[src/rtl/mem_arb_pkg.sv]
// Shared types and constants for the two-port RAM arbiter.
package mem_arb_pkg;

  typedef enum logic [1:0] {
    OWN_NONE = 2'd0,
    OWN_P0   = 2'd1,
    OWN_P1   = 2'd2
  } owner_t;

  localparam logic PORT_P0 = 1'b0;
  localparam logic PORT_P1 = 1'b1;

  // Width needed to count 0..limit inclusive.
  function automatic int wait_cnt_width(input int limit);
    return (limit < 1) ? 1 : $clog2(limit + 1);
  endfunction

endpackage

[src/rtl/mem_arb_grant.sv]
// Combinational one-hot grant for the RAM arbiter.
// ARB_ROUND_ROBIN_EN selects round-robin; otherwise fixed priority with a port-0 starvation guard.
module mem_arb_grant
  import mem_arb_pkg::*;
#(
  parameter int STARVE_LIMIT = 4
) (
  input  logic [1:0] valid,
`ifdef ARB_ROUND_ROBIN_EN
  input  logic       last_grant,
`else
  input  logic [wait_cnt_width(STARVE_LIMIT)-1:0] wait_cnt,
`endif
  output logic [1:0] grant
);

  localparam int WAIT_W = wait_cnt_width(STARVE_LIMIT);

  logic p0_wins;

`ifdef ARB_ROUND_ROBIN_EN
  assign p0_wins = (last_grant == PORT_P1);
`else
  assign p0_wins = (wait_cnt == WAIT_W'(STARVE_LIMIT));
`endif

  always_comb begin
    grant = 2'b00;
    if (valid == 2'b11) begin
      grant = p0_wins ? 2'b01 : 2'b10;
    end else begin
      grant = valid;
    end
  end

endmodule

[src/rtl/mem_port_arbiter.sv]
// Shares a single-port synchronous RAM between instruction fetch (port 0) and LSU (port 1).
// Optional build macro: ARB_ROUND_ROBIN_EN (round-robin instead of fixed priority).
module mem_port_arbiter
  import mem_arb_pkg::*;
#(
  parameter int DATA_WIDTH    = 32,
  parameter int ADDRESS_WIDTH = 14,
  parameter int STARVE_LIMIT  = 4
) (
  input  logic                     clk,
  input  logic                     reset,
  input  logic                     p0Valid,
  output logic                     p0Ready,
  input  logic                     p0WEn,
  input  logic [ADDRESS_WIDTH-1:0] p0Addr,
  input  logic [DATA_WIDTH-1:0]    p0DataIn,
  output logic                     p0RspValid,
  output logic [DATA_WIDTH-1:0]    p0DataOut,
  input  logic                     p1Valid,
  output logic                     p1Ready,
  input  logic                     p1WEn,
  input  logic [ADDRESS_WIDTH-1:0] p1Addr,
  input  logic [DATA_WIDTH-1:0]    p1DataIn,
  output logic                     p1RspValid,
  output logic [DATA_WIDTH-1:0]    p1DataOut,
  output logic                     ramWEn,
  output logic [ADDRESS_WIDTH-1:0] ramAddr,
  output logic [DATA_WIDTH-1:0]    ramDataIn,
  input  logic [DATA_WIDTH-1:0]    ramDataOut
);

  logic [1:0] valid;
  logic [1:0] grant;
  owner_t     rsp_owner_reg;
  owner_t     rsp_owner_next;

  // Holding valids low during reset keeps grants and RAM writes off while reset is high.
  assign valid = {p1Valid, p0Valid} & {2{~reset}};

`ifdef ARB_ROUND_ROBIN_EN
  logic last_grant_reg;

  always_ff @(posedge clk or posedge reset) begin
    if (reset) begin
      last_grant_reg <= PORT_P1;
    end else if (grant[PORT_P1]) begin
      last_grant_reg <= PORT_P1;
    end else if (grant[PORT_P0]) begin
      last_grant_reg <= PORT_P0;
    end
  end

  mem_arb_grant #(
    .STARVE_LIMIT(STARVE_LIMIT)
  ) u_grant (
    .valid     (valid),
    .last_grant(last_grant_reg),
    .grant     (grant)
  );
`else
  localparam int WAIT_W = wait_cnt_width(STARVE_LIMIT);

  logic [WAIT_W-1:0] wait_cnt_reg;

  // Counts cycles port 0 has been left waiting; saturates so the guard stays armed until P0 is served.
  always_ff @(posedge clk or posedge reset) begin
    if (reset) begin
      wait_cnt_reg <= '0;
    end else if (!p0Valid || grant[PORT_P0]) begin
      wait_cnt_reg <= '0;
    end else if (wait_cnt_reg != WAIT_W'(STARVE_LIMIT)) begin
      wait_cnt_reg <= wait_cnt_reg + WAIT_W'(1);
    end
  end

  mem_arb_grant #(
    .STARVE_LIMIT(STARVE_LIMIT)
  ) u_grant (
    .valid   (valid),
    .wait_cnt(wait_cnt_reg),
    .grant   (grant)
  );
`endif

  assign p0Ready = grant[PORT_P0];
  assign p1Ready = grant[PORT_P1];

  always_comb begin
    ramWEn    = 1'b0;
    ramAddr   = p0Addr;
    ramDataIn = p0DataIn;
    if (grant[PORT_P1]) begin
      ramWEn    = p1WEn;
      ramAddr   = p1Addr;
      ramDataIn = p1DataIn;
    end else if (grant[PORT_P0]) begin
      ramWEn    = p0WEn;
    end
  end

  always_comb begin
    rsp_owner_next = OWN_NONE;
    if (grant[PORT_P1]) begin
      rsp_owner_next = OWN_P1;
    end else if (grant[PORT_P0]) begin
      rsp_owner_next = OWN_P0;
    end
  end

  // Async clear drops any in-flight response immediately.
  always_ff @(posedge clk or posedge reset) begin
    if (reset) begin
      rsp_owner_reg <= OWN_NONE;
    end else begin
      rsp_owner_reg <= rsp_owner_next;
    end
  end

  assign p0RspValid = (rsp_owner_reg == OWN_P0);
  assign p1RspValid = (rsp_owner_reg == OWN_P1);
  assign p0DataOut  = ramDataOut;
  assign p1DataOut  = ramDataOut;

endmodule

[config.mk]
export PLATFORM = sky130hd
export DESIGN_NAME = mem_port_arbiter
export DESIGN_NICKNAME = d
export VERILOG_FILES = /design/src/rtl/mem_arb_pkg.sv /design/src/rtl/mem_arb_grant.sv /design/src/rtl/mem_port_arbiter.sv
export SDC_FILE = /design/constraint.sdc
export NUM_CORES = 1
export LEC_CHECK = 0
export CORE_AREA = 2 2 94 96
export DETAILED_ROUTE_END_ITERATION = 10
export DIE_AREA = 0 0 96 98
export GPL_TIMING_DRIVEN = 0
export HOLD_SLACK_MARGIN = 0.15
export PLACE_DENSITY = 0.74
export SETUP_SLACK_MARGIN = 0.15
export SLEW_MARGIN = 0
export SYNTH_ARGS = -nofsm -noshare
export SYNTH_HDL_FRONTEND = slang
export SYNTH_SLANG_ARGS = --single-unit
export TNS_END_PERCENT = 10
[constraint.sdc]
create_clock -name clk -period 5.2 [get_ports clk]
set_input_delay 1.04 -clock clk [delete_from_list [all_inputs] [get_ports clk]]
set_output_delay 1.04 -clock clk [all_outputs]
set_load 0.01 [all_outputs]
Word level (Yosys, flattened, before mapping) --
Index checks and enable logic that the tools add are counted.
Word-level totals: flip-flop bits (word level) 5, input bits 130, output and inout port bits 115
Cells by class: $add $sub $neg 1, equality and inequality tests 5, mux-type cells 10, bitwise operators 2, reduce and logical (&&, ||, !) cells 3
Operator list (number):
- $mux 32 | 1
- $mux 14 | 1
- $mux 2 | 3
- $mux 3 | 2
- $eq 2x2->1 const B | 2
- $add 3x1->3 const B | 1
- $eq 3x3->1 const B | 1
- $mux 1 | 3
- $ne 3x3->1 const B | 1
- $and 2x2->2 | 1
- $eq 2x1->1 const B | 1
- $reduce_bool 2->1 | 1
- $logic_not 1->1 | 1
- $logic_or 1x1->1 | 1
- $not 1->1 | 1

Longest topological paths before layout --
Gate-level depths: netlist (run 1).
depth after elaboration 6, depth in mapped cells 7, depth with buffers taken out 5

Cells and area by module --
Synthesis (run 1) repeated with hierarchy kept, for this count alone.
Unflattened totals: cells, all modules 145, area total of the unflattened synthesis 1401.3 sq um
Modules (own cells, without submodules):
- mem_port_arbiter | instances 1, cells each 141, area each 1376.3 sq um
- mem_arb_grant | instances 1, cells each 4, area each 25.0 sq um

Worst setup path before layout (run 1) --
OpenSTA, ideal clock, no wires.
path type input port to output port, from in reset, to out ramDataIn[10], arrival 1.946 ns, required time 4.160 ns, slack 2.214 ns, cell stages on the path 5, buffers on the path 2, cell sequence inv_2 > and3_4 > buf_6 > buf_6 > mux2_4
On the way: word-level cells in the longest chain between the ends 5
Ends and longest elaborated chain:
- from (decl) | RTL line mem_port_arbiter.sv:11 | input logic reset,
- $not 1->1 (*) | RTL line mem_port_arbiter.sv:38 | assign valid = {p1Valid, p0Valid} & {2{~reset}};
- $and 2x2->2 (*) | RTL line mem_port_arbiter.sv:38
- $eq 2x2->1 | RTL line mem_arb_grant.sv:29 | if (valid == 2'b11) begin
- $mux 2 (*) | RTL line mem_arb_grant.sv:29
- $mux 32 (*) | RTL line mem_port_arbiter.sv:92 | if (grant[PORT_P1]) begin
- to (decl) | RTL line mem_port_arbiter.sv:28 | output logic [DATA_WIDTH-1:0] ramDataIn,
Every way passes the cells marked *; elsewhere a longest branch is shown, timed or not.

Worst setup path after layout (run 1) --
from in reset, to out ramDataIn[28]
Same word-level chain as after synthesis.

==> run metrics, run 1 <==
RePlAce Congestion ~0.69; clock skew ~0.73 ps; final hold violations 0; Reg area between 100 and 150 um2; Slew Limit Headroom 0.824; routed vias/inst slightly below 4; cts bufs inserted 3; critical setup path kind input port to output pin; Row Count 34; die width ~96 um; Post-CTS Resized 0; top cells by area, synth buf_4 34%, mux2_2 22%, mux2_4 21%; global-route usage over all layers 0.108; total negative slack 0 ps; first-pass GRT wire length 8.14 mm; Chip Height about 98 um; Worst path max stage delay around 530 ps; Ant. Diodes 0; Root Driver clkbuf_8; H-tree levels 1; initial detailed-routing violation count 14; clock sinks 5; PwrDens 115 nW/um2; largest net degree at the start of global routing 12; Worst Path Max Fanout 10; placed cell count 463; worst-margin pin slew 263 ps; clk_lat worst skew 220 ps; flip-flop count of the largest register after layout 3; register area share after synthesis 0.0891; Syn Nets 275; area leader, netlist buf_4; filler-free cell count of the finished design about 470; vias in the first global route 1783; Period Utilization, post-route 0.808; max-slew violations 0; Final setup viols 0; footprint of the multi-input gates around 740 um2; crit path buf inv count 5; status finished, final reports clean; WP data required 4160 ps; leakage 1.56 nW; hold_sp wait_cnt_reg[2]; RSZ-0062 raised after global routing no; Highest Clock Rate 0.238 GHz; worst hold path type flip-flop to flip-flop; Clock transition at path regs around 30 ps; CTS Buffer Depth 2; RR Startpoint wait_cnt_reg[0]; DR WL/cell ~12 um; unique cell type count in the Yosys netlist 20; GRT overflow 0; fill cell count slightly above 800; slowest CP cell clkdlybuf4s50_1; max-cap viol count 0; Avg Cell Area, Syn 9.82 um2; area grow syn2layout 164%; Synth top area share 0.342; synthesized instance count 143; CP arrival between 3000 and 4000 ps; dpl hpwl 5.19 mm; Ys Warns 0; antenna violations before repair 0; setup bufs post-CTS 0; input/output buffers about 210; Starting Density 0.166; Startpoint Class input port; via count 1809; I/O pins roughly 250; final-stage net count between 400 and 500; Pre-antenna DRT Iters 4; min cycle time layout between 4000 and 5000 ps; CTS tree yes; register bit total from synthesis 5; total power 0.000427 W; synthesized area ~1400 um2; worst setup path start reset; layout cells sized above 1 0.337; drt drc 0; Core Box Area between 8000 and 9000 um2; VDD IR max 0.000104 V; CP delay by family, top buffers and inverters; Worst Setup End Kind output pin; worst-path cell chain clkdlybuf4s50_1, inv_2, and3_4, buf_6, buf_6, mux2_4, clkdlybuf4s50_1; Die ar. approximately 9400 um2; Final ANT Viol Nets 0; Routed WL approximately 5.8 mm; Hold-fix buffers, CTS 0
[metrics by stage]
stage / area [um2] / hold WS [ps] / util / setup WS, ps
6_report: 3710 / 556 / 0.438 / 997
3_3_place_gp: 3660 / 529 / 0.432 / 980
5_1_grt: 3710 / 594 / 0.438 / 891
4_1_cts: 3710 / 550 / 0.438 / 967
3_5_place_dp: 3660 / 547 / 0.432 / 994
2_1_floorplan: 1400 / 498 / - / 2210
[cells in the final DEF, fill, tap and decap left out, drive strengths merged]
master / n
a21oi: 3
dfrtp: 5
a22o: 1
buf: 69
and3: 1
nor2b: 2
o211ai: 2
nand2: 1
clkbuf: 4
mux2: 47
o221ai: 1
inv: 3
a21boi: 2
nand2b: 1
nand4: 2
nand3: 1
clkdlybuf4s50: 212
ha: 2
[path summary, 6_finish.rpt]
kind                               endpoint  slack (ps)  cells past startpoint
max                           ramDataIn[28]        1000                      7
min                         wait_cnt_reg[2]         560                      1
max reg2reg                rsp_owner_reg[1]        3810                      5
min reg2reg                 wait_cnt_reg[2]         560                      1
max in group asynchronous  rsp_owner_reg[0]        3860                      2
min in group asynchronous   wait_cnt_reg[1]        1190                      2
[cell usage after synthesis (all sizes together)]
library cell and n:
mux2 47, nor2b 2, a21boi 2, buf 69, o221ai 1, ha 2
nand3 1, a22o 1, nand2b 1, a21oi 3, dfrtp 5, nand2 1
and3 1, inv 3, nand4 2, o211ai 2
[per-layer routing]
metal / part of all wire / global-route usage / up-vias
li1: - / - / 860
met1: 0.30 / 0.0998 / 812
met2: 0.56 / 0.226 / 133
met3: 0.13 / 0.0285 / 4
met4: 0.0033 / 0.0165 / 0
met5: 0 / 0 / -
[worst register-to-register path, delay by kind of cell (launching register included)]
kind / cells / cell delay (ps)
flops: 1 / 400
fa+ha+maj: 1 / 250
buf+inv: 2 / 290
simple gates: 2 / 300
[cells by family (layout without fill, tap and decap cells)]
family | after synthesis | count (layout) | synth area share
compound gates | 9 | 9 | 0.0446
simple gates | 8 | 8 | 0.0365
flops | 5 | 5 | 0.0891
fa+ha+maj | 2 | 2 | 0.0178
buf+inv | 72 | 288 | 0.381
mux | 47 | 47 | 0.430
[power by group]
| part | internal [W] | leakage (nW) | total [W] | switching, W |
|---|---|---|---|---|
| clock network | 0.0000525 | 0.0228 | 0.0000708 | 0.0000182 |
| logic | 0.000224 | 1.47 | 0.000313 | 0.0000892 |
| registers | 0.0000414 | 0.0665 | 0.0000431 | 0.00000179 |
[final cells by class]
class | count | area share
sequential | 5 | 0.0338
tap | 108 | 0.0365
multi-input combinational | 66 | 0.201
buffer | 69 | 0.141
timing repair buffer | 212 | 0.573
clock buffer | 4 | 0.0122
inverter | 3 | 0.00304
Power figures use the tool's default switching activity.
==> inputs of run 2 (changes only) <==
Settings changed: CORE_AREA 2 2 94 96 to 2 2 96 98, DIE_AREA 0 0 96 98 to 0 0 98 100, PLACE_DENSITY 0.74 to 0.72.
Clock period 5.2 ns to 4.14 ns, I/O delays scaled along.
==> run 2 against run 1 <==
First-iteration DRC count decreased by 57%. Via count down 1.2%. Global-route usage shrank 0.93 points. Routed wire length down 6.3%. Non-clock buffer count is the same. Highest routed layer is now met3. Largest power group unchanged. Sequential power grew 25%. Critical path depth did not move. Combinational power is 26% higher. Count of clock-buffer cells in the layout unchanged. Sequential share of layout area about the same. Critical path type unchanged. Cell area up 0.10%. Core utilization fell by 2.0 points.
==> run metrics, run 2 (same netlist as run 1, synthesis figures left out) <==
status finished, final reports clean; Pre-antenna DRT Iters 2 (-2); max-slew violations 0 (unchanged); leakage 1.56 nW (unchanged); CTS Buffer Depth 2 (unchanged); Row Count 35 (+2.9%); hold_sp wait_cnt_reg[2]; final-stage net count 492 (unchanged); Ant. Diodes 0 (unchanged); Die ar. 9800 um2 (+4.2%); gr busiest metal met2; dpl hpwl 4.98 mm (-4.0%); M3 GR Usage 0.0251 (-0.00348); commonest non-fill, non-tap cells in the layout 212 x clkdlybuf4s50_1, 64 x buf_4, 27 x mux2_2; RR Startpoint wait_cnt_reg[0]; most common cell after layout, fill and taps aside clkdlybuf4s50_1; clock skew 1.14 ps (+0.410 ps); RePlAce Congestion 0.752 (+8.7%); Worst Path Max Fanout 10 (unchanged); PwrDens 144 nW/um2 (+25%); CTS tree yes; Clock transition at path regs 30 ps (about the same); total power 0.000533 W (+25%); I/O pins 245 (unchanged); routed vias/inst 3.80 (-1.8%); worst-margin pin slew 273 ps (+9.41 ps); antenna violations before repair 0 (unchanged); min cycle time layout about 3800 ps; Hold-fix buffers, CTS 0 (unchanged); Root Driver clkbuf_8; area grow syn2layout 164%; critical setup path kind input port to output pin; input/output buffers 212 (unchanged); DR WL/cell 11.6 um (-6.9%); worst hold path type flip-flop to flip-flop; Final ANT Viol Nets 0 (unchanged); Core Box Area 8890 um2 (+5.0%); global-route usage over all layers 0.0984 (-0.00927); pre-CTS setup slack 320 ps (-674 ps); met2 usage in global routing 0.191 (-0.0347); DP Area 3660 um2 (+0.10%); total negative slack 0 ps (unchanged); setup bufs post-CTS 0 (unchanged); Worst Setup End Kind output pin; first-pass GRT wire length 8.13 mm (about the same); Chip Height 100 um (+2.0%); Startpoint Class input port; VDD IR max 0.000124 V (+20%); vias in the first global route 1731 (-2.9%); die width 98 um (+2.1%); flip-flop count of the largest register after layout 3 (unchanged); Slew Limit Headroom 0.818 (-0.00684); Routed WL 5.46 mm (-6.3%); cts bufs inserted 3 (unchanged); Period Utilization, post-route 0.918; clk_lat worst skew 210 ps (about the same); Highest Clock Rate 0.263 GHz; via count 1787 (-1.2%); met1 Track Usage GR 0.113 (+0.0130); WP data required 3310 ps (-850 ps); max-cap viol count 0 (unchanged); RSZ-0062 raised after global routing no; Post-CTS Resized 0 (unchanged); Starting Density 0.158 (-0.00791); layout cells sized above 1 0.337 (unchanged); Final WS setup 341 ps (-656 ps); worst setup path start reset; initial detailed-routing violation count 6 (-8); H-tree levels 1 (unchanged); clock sinks 5 (unchanged); largest net degree at the start of global routing 12 (unchanged); CP arrival 2970 ps (-190 ps); post-layout instance area 3710 um2 (+0.10%); drt drc 0 (unchanged); GRT overflow 0 (unchanged); Fin Hold WS 544 ps (-11.7 ps); final hold violations 0 (unchanged); Final setup viols 0 (unchanged)
## run 2: cell type report
| cell class | instances | area (um2) |
|---|---|---|
| Tap cell | 111 | 139 |
| Timing Repair Buffer | 212 | 2120 |
| Inverter | 3 | 11.3 |
| Sequential cell | 5 | 125 |
| Fill cell | 853 | 5180 |
| Buffer | 69 | 524 |
| Multi-Input combinational cell | 66 | 743 |
| Clock buffer | 4 | 45.0 |
## run 2: worst paths after layout
kind,endpoint,slack (ps),cells past startpoint
worst max-delay path,ramDataIn[21],340,7
worst min-delay path,wait_cnt_reg[2],540,1
worst max register to register,rsp_owner_reg[1],2780,5
worst min register to register,wait_cnt_reg[2],540,1
max in group asynchronous,wait_cnt_reg[2],2990,2
min in group asynchronous,rsp_owner_reg[0],1000,2
## run 2: report_power, final
part | leakage [nW] | internal (W) | switching [W]
combinational | 1.47 | 0.000281 | 0.000111
clock | 0.0228 | 0.0000658 | 0.0000205
sequential | 0.0665 | 0.0000520 | 0.00000195
total | 1.56 | 0.000399 | 0.000134
## run 2: per-stage QoR
step           cells  utilization
2_1_floorplan    143            -
3_3_place_gp     466        0.412
3_5_place_dp     466        0.412
4_1_cts          470        0.417
5_1_grt          470        0.417
6_report         470        0.417
## run 2: critical path: stages
cell             delay (ps)
clkdlybuf4s50_1         540
inv_2                   190
and3_4                  220
buf_6                   170
buf_6                   200
mux2_4                  310
clkdlybuf4s50_1         500
## run 2: per-layer routing
metal  vias up  share of wire
met4         0              0
met5         -              0
li1        858              -
met2       133           0.54
met3         0           0.11
met1       796           0.35
